[src/rtl/alu_2bits_issue.sv]
// Issue/writeback sequencer for an external 2-bit ALU: 4x2-bit register file, IDLE/DECODE/EXEC/WB FSM.
// Optional macro ALU_ISSUE_ZFLAG_EN adds a registered zero flag output (zflag).
module alu_2bits_issue #(
  parameter logic [1:0] REG_INIT = 2'b00
) (
  input  logic       clk,
  input  logic       rst_n,
  input  logic       instr_valid,
  input  logic [8:0] instr,
  output logic       instr_ready,
  output logic [1:0] alu_rs1,
  output logic [1:0] alu_rs2,
  output logic [2:0] alu_opcode,
  input  logic [1:0] alu_result,
  output logic       wb_valid,
  output logic [1:0] wb_rd,
  output logic [1:0] wb_data,
  input  logic [1:0] dbg_addr,
  output logic [1:0] dbg_data
`ifdef ALU_ISSUE_ZFLAG_EN
  ,
  output logic       zflag
`endif
);

  typedef enum logic [1:0] {
    IDLE   = 2'd0,
    DECODE = 2'd1,
    EXEC   = 2'd2,
    WB     = 2'd3
  } state_t;

  state_t      state_q, state_d;
  logic [8:0]  instr_q, instr_d;
  logic [1:0]  op1_q, op1_d;
  logic [1:0]  op2_q, op2_d;
  logic [2:0]  opc_q, opc_d;
  logic        ready_q, ready_d;
  logic        wbv_q, wbv_d;
  logic [1:0]  wbrd_q, wbrd_d;
  logic [1:0]  wbdata_q, wbdata_d;
  logic [1:0]  rf_q [4];
  logic [1:0]  rf_d [4];

  // Operand registers double as the ALU drive, so they hold outside EXEC for free.
  always_comb begin
    state_d  = state_q;
    instr_d  = instr_q;
    op1_d    = op1_q;
    op2_d    = op2_q;
    opc_d    = opc_q;
    ready_d  = ready_q;
    wbv_d    = 1'b0;
    wbrd_d   = wbrd_q;
    wbdata_d = wbdata_q;
    rf_d     = rf_q;
    case (state_q)
      IDLE: begin
        ready_d = 1'b1;
        if (instr_valid && ready_q) begin
          instr_d = instr;
          ready_d = 1'b0;
          state_d = DECODE;
        end
      end
      DECODE: begin
        op1_d   = rf_q[instr_q[3:2]];
        op2_d   = rf_q[instr_q[1:0]];
        opc_d   = instr_q[8:6];
        state_d = EXEC;
      end
      EXEC: begin
        wbv_d    = 1'b1;
        wbrd_d   = instr_q[5:4];
        wbdata_d = alu_result;
        state_d  = WB;
      end
      WB: begin
        // Register write lands on the edge that leaves WB, so operands read earlier saw old values.
        rf_d[wbrd_q] = wbdata_q;
        ready_d      = 1'b1;
        state_d      = IDLE;
      end
      default: state_d = IDLE;
    endcase
  end

  always_ff @(posedge clk or negedge rst_n) begin
    if (!rst_n) begin
      state_q  <= IDLE;
      instr_q  <= '0;
      op1_q    <= '0;
      op2_q    <= '0;
      opc_q    <= '0;
      ready_q  <= 1'b0;
      wbv_q    <= 1'b0;
      wbrd_q   <= '0;
      wbdata_q <= '0;
      for (int i = 0; i < 4; i++) rf_q[i] <= REG_INIT;
    end else begin
      state_q  <= state_d;
      instr_q  <= instr_d;
      op1_q    <= op1_d;
      op2_q    <= op2_d;
      opc_q    <= opc_d;
      ready_q  <= ready_d;
      wbv_q    <= wbv_d;
      wbrd_q   <= wbrd_d;
      wbdata_q <= wbdata_d;
      for (int i = 0; i < 4; i++) rf_q[i] <= rf_d[i];
    end
  end

`ifdef ALU_ISSUE_ZFLAG_EN
  logic zflag_q;

  always_ff @(posedge clk or negedge rst_n) begin
    if (!rst_n) begin
      zflag_q <= 1'b0;
    end else if (state_q == EXEC) begin
      zflag_q <= (alu_result == 2'b00);
    end
  end

  assign zflag = zflag_q;
`endif

  assign instr_ready = ready_q;
  assign alu_rs1     = op1_q;
  assign alu_rs2     = op2_q;
  assign alu_opcode  = opc_q;
  assign wb_valid    = wbv_q;
  assign wb_rd       = wbrd_q;
  assign wb_data     = wbdata_q;
  assign dbg_data    = rf_q[dbg_addr];

endmodule

[config.mk]
export PLATFORM = sky130hd
export DESIGN_NAME = alu_2bits_issue
export DESIGN_NICKNAME = d
export VERILOG_FILES = /design/src/rtl/alu_2bits_issue.sv
export SDC_FILE = /design/constraint.sdc
export NUM_CORES = 1
export LEC_CHECK = 0
export ABC_AREA = 1
export CAP_MARGIN = 20
export CORE_MARGIN = 4
export CORE_UTILIZATION = 60
export CTS_CLUSTER_DIAMETER = 80
export DETAILED_ROUTE_END_ITERATION = 8
export DONT_BUFFER_PORTS = 1
export PLACE_DENSITY = 0.86
export SLEW_MARGIN = 40
export SYNTH_ARGS = -nofsm -noshare
export SYNTH_HDL_FRONTEND = slang
export SYNTH_SLANG_ARGS = --single-unit
[constraint.sdc]
create_clock -name clk -period 3.6 [get_ports clk]
set_input_delay 0.18 -clock clk [delete_from_list [all_inputs] [get_ports clk]]
set_output_delay 0.18 -clock clk [all_outputs]
set_load 0.02 [all_outputs]
==> flow_summary.yaml <==
clocking:
  cts_sinks: 32
  clk-insertion-delay-late_ns: 0.32
  cts_buffer_depth: 2
  cts-root-buf: "clkbuf_4"
  cts_tree: "built"
  cts_buffers: 5
  ctsHtreeMaxLevel: 2
  cts_resized: 0
  clk_pin_slew_ns: 0.09
finish:
  syn_to_final_growth_pct: 11.1
  ff_latch_area_um2: 801
  multiInputGateArea_um2: 612
  antenna_cells: 0
  layout.nets: 215
  n_fill_cell: 178
  drive_above_1_share: 0.0773
  stdcell_count: 222
worst_setup_path:
  cp.arrival_ns: 1.63
  path_delay_family: "flip-flops"
  crit_slowest_cell: "dfrtp_1"
  path_cells: "inv_1, ha_1, nand2_4, nor2_1, a21oi_2"
  critPathBufInv: 1
  critPathMaxStageDelay_ns: 0.43
  path_class: "reg2reg"
  crit_required_ns: 3.81
  start_kind: "flip-flop"
  cp-end-kind: "flip-flop"
  cp_max_fo: 13
drt:
  wl_per_cell_um: 13.5
  drt-total-wl_mm: 2.99
  ant_nets: 0
  firstDrtPassIters: 6
  remaining_drc_errors: 0
  route.vias.total: 1182
  via_per_inst: 5.32
  first_iter_violations: 56
grt:
  first_global_vias: 1142
  grtUsageTotal: 0.200
  met1_usage: 0.233
  met2_usage: 0.337
  busiest_layer: "met2"
  grt_max_degree: 33
  grt_antenna_before_repair: 0
  use_met3: 0.0445
  grt_pass1_wl_mm: 5.01
  overflow: 0
status:
  status: "completed"
floorplan:
  dieArea_um2: 3380
  core_um2: 2300
  die_h_um: 58.1
  ios: 31
  rows: 17
  start_util: 0.656
  die_x_um: 58.1
power:
  vdd_drop_max_v: 0.000681
  p_int_w: 0.000815
  power_density_nw_per_um2: 888
  swShare: 0.452
  leakage_nw: 0.891
  seqPwrFrac: 0.486
  switchingPower_w: 0.000671
  power_frac_comb: 0.375
  clockPowerShare: 0.139
  power_w: 0.00149
yosys:
  avgSynthCellArea_um2: 8.37
  ys_warn_count: 0
  synth_seq_cells: 32
  syn_area_um2: 1510
  synth_area_leader_cell: "dfrtp_1"
  ys_types: 16
  syn_nets: 202
  synth.top_cell.area_share: 0.532
  synthCells: 180
  seq_area_frac_synth: 0.532
  synth_area_leaders: "dfrtp_1 (53%), nand2_1 (17%), o21ai_0 (6.0%), nand3_1 (5.6%), ha_1 (5.0%)"
timing:
  fmax_mhz: 702
  hold_viol: 0
  slew_viol_final: 0
  setup-tns-final_ns: 0
  min_period_ns: 1.42
  period_share: 0.396
  finalClockSkew_ns: 0.00710
  slew_headroom: 0.810
  rsz0062_at_grt: "no"
  tightest_slew_ns: 0.285
  setup_violations: 0
place:
  routabilityCongestion: 0.749
  dp_hpwl_mm: 2.28
  placedCellCount: 206
  port_buffers: 0
worst_hold_path:
  hold_path_class: "in2reg"
run:
  maxCapViolCount: 0
==> layer usage <==
metal,part of all wire,up-vias
met3,0.050,9
li1,-,595
met1,0.40,542
met5,0,-
met2,0.52,36
met4,0.023,0
==> synth_stat cells <==
| cell type | number |
|---|---|
| o21ai_0 | 18 |
| nand3_1 | 17 |
| nor2_2 | 1 |
| inv_4 | 1 |
| dfrtp_1 | 32 |
| nand2_2 | 1 |
| inv_1 | 19 |
| buf_6 | 1 |
| nand2_1 | 70 |
| nand2_4 | 1 |
| a21oi_2 | 4 |
| buf_2 | 1 |
| ha_1 | 6 |
| o211ai_1 | 2 |
| nor2_1 | 4 |
| a21oi_1 | 2 |
==> registers in the layout, indices dropped and copies added (netlist names) <==
name         flops
alu_opcode       3
alu_rs1          2
alu_rs2          2
instr_q          9
instr_ready      1
rf_q             8
state_q          2
wb_data          2
wb_rd            2
wb_valid         1
==> power groups by stage <==
| stage | combinational (W) | clock, W | sequential [W] |
|---|---|---|---|
| 3_3_place_gp | 0.000504 | 0 | 0.000722 |
| 5_1_grt | 0.000654 | 0.000233 | 0.000742 |
| 4_1_cts | 0.000563 | 0.000211 | 0.000722 |
| 3_5_place_dp | 0.000546 | 0 | 0.000730 |
| 2_1_floorplan | 0.000442 | 0 | 0.000694 |
| 6_report | 0.000558 | 0.000206 | 0.000722 |
==> layout make-up <==
| cell class | instances | area share |
|---|---|---|
| multi-input cells | 126 | 0.365 |
| clock buffers | 8 | 0.0351 |
| flip-flops and latches | 32 | 0.478 |
| inverters | 20 | 0.0463 |
| well taps | 28 | 0.0209 |
| repair buffers | 8 | 0.0538 |
==> cell families after synthesis <==
group	Yosys count	synth area share
compound gates	26	0.0997
simple gates	94	0.257
flops	32	0.532
fa+ha+maj	6	0.0498
buf+inv	22	0.0623
==> per-stage QoR <==
step	instance area [um^2]	setup WS [ns]	util	hold WS [ns]
2_1_floorplan	1510	2.34	-	-0.116
3_5_place_dp	1530	2.19	0.664	-0.115
6_report	1670	2.18	0.729	0.0134
4_1_cts	1660	2.18	0.724	0.000108
3_3_place_gp	1530	2.31	0.664	-0.115
5_1_grt	1670	2.07	0.729	0.0000357
==> cell usage in the layout, fill, tap and decap left out, drive strengths merged <==
cell         count
nand2           72
dfrtp           32
inv             20
o21ai           18
nand3           17
clkbuf           8
dlygate4sd3      7
ha               6
a21oi            6
nor2             5
o211ai           2
buf              1
==> repair_timing <==
item                       4_1_cts  5_1_grt
setup buffers                    0        0
hold buffers                     7        1
hold endpoints to repair        37        1
setup endpoints to repair        0        0
==> worst paths after layout <==
check | end | slack, ns | depth (start not counted) | startpoint
max | instr_q[2] | 2.18 | 5 | state_q[1]
min | instr_q[0] | 0.01 | 2 | instr[0]
max reg2reg | instr_q[2] | 2.18 | 5 | state_q[1]
min reg2reg | instr_q[8] | 0.48 | 2 | instr_q[8]
max in group asynchronous | instr_q[7] | 3.14 | 2 | rst_n
min in group asynchronous | wb_valid | 0.29 | 2 | rst_n
No activity file was read; power rests on OpenSTA's default activity.
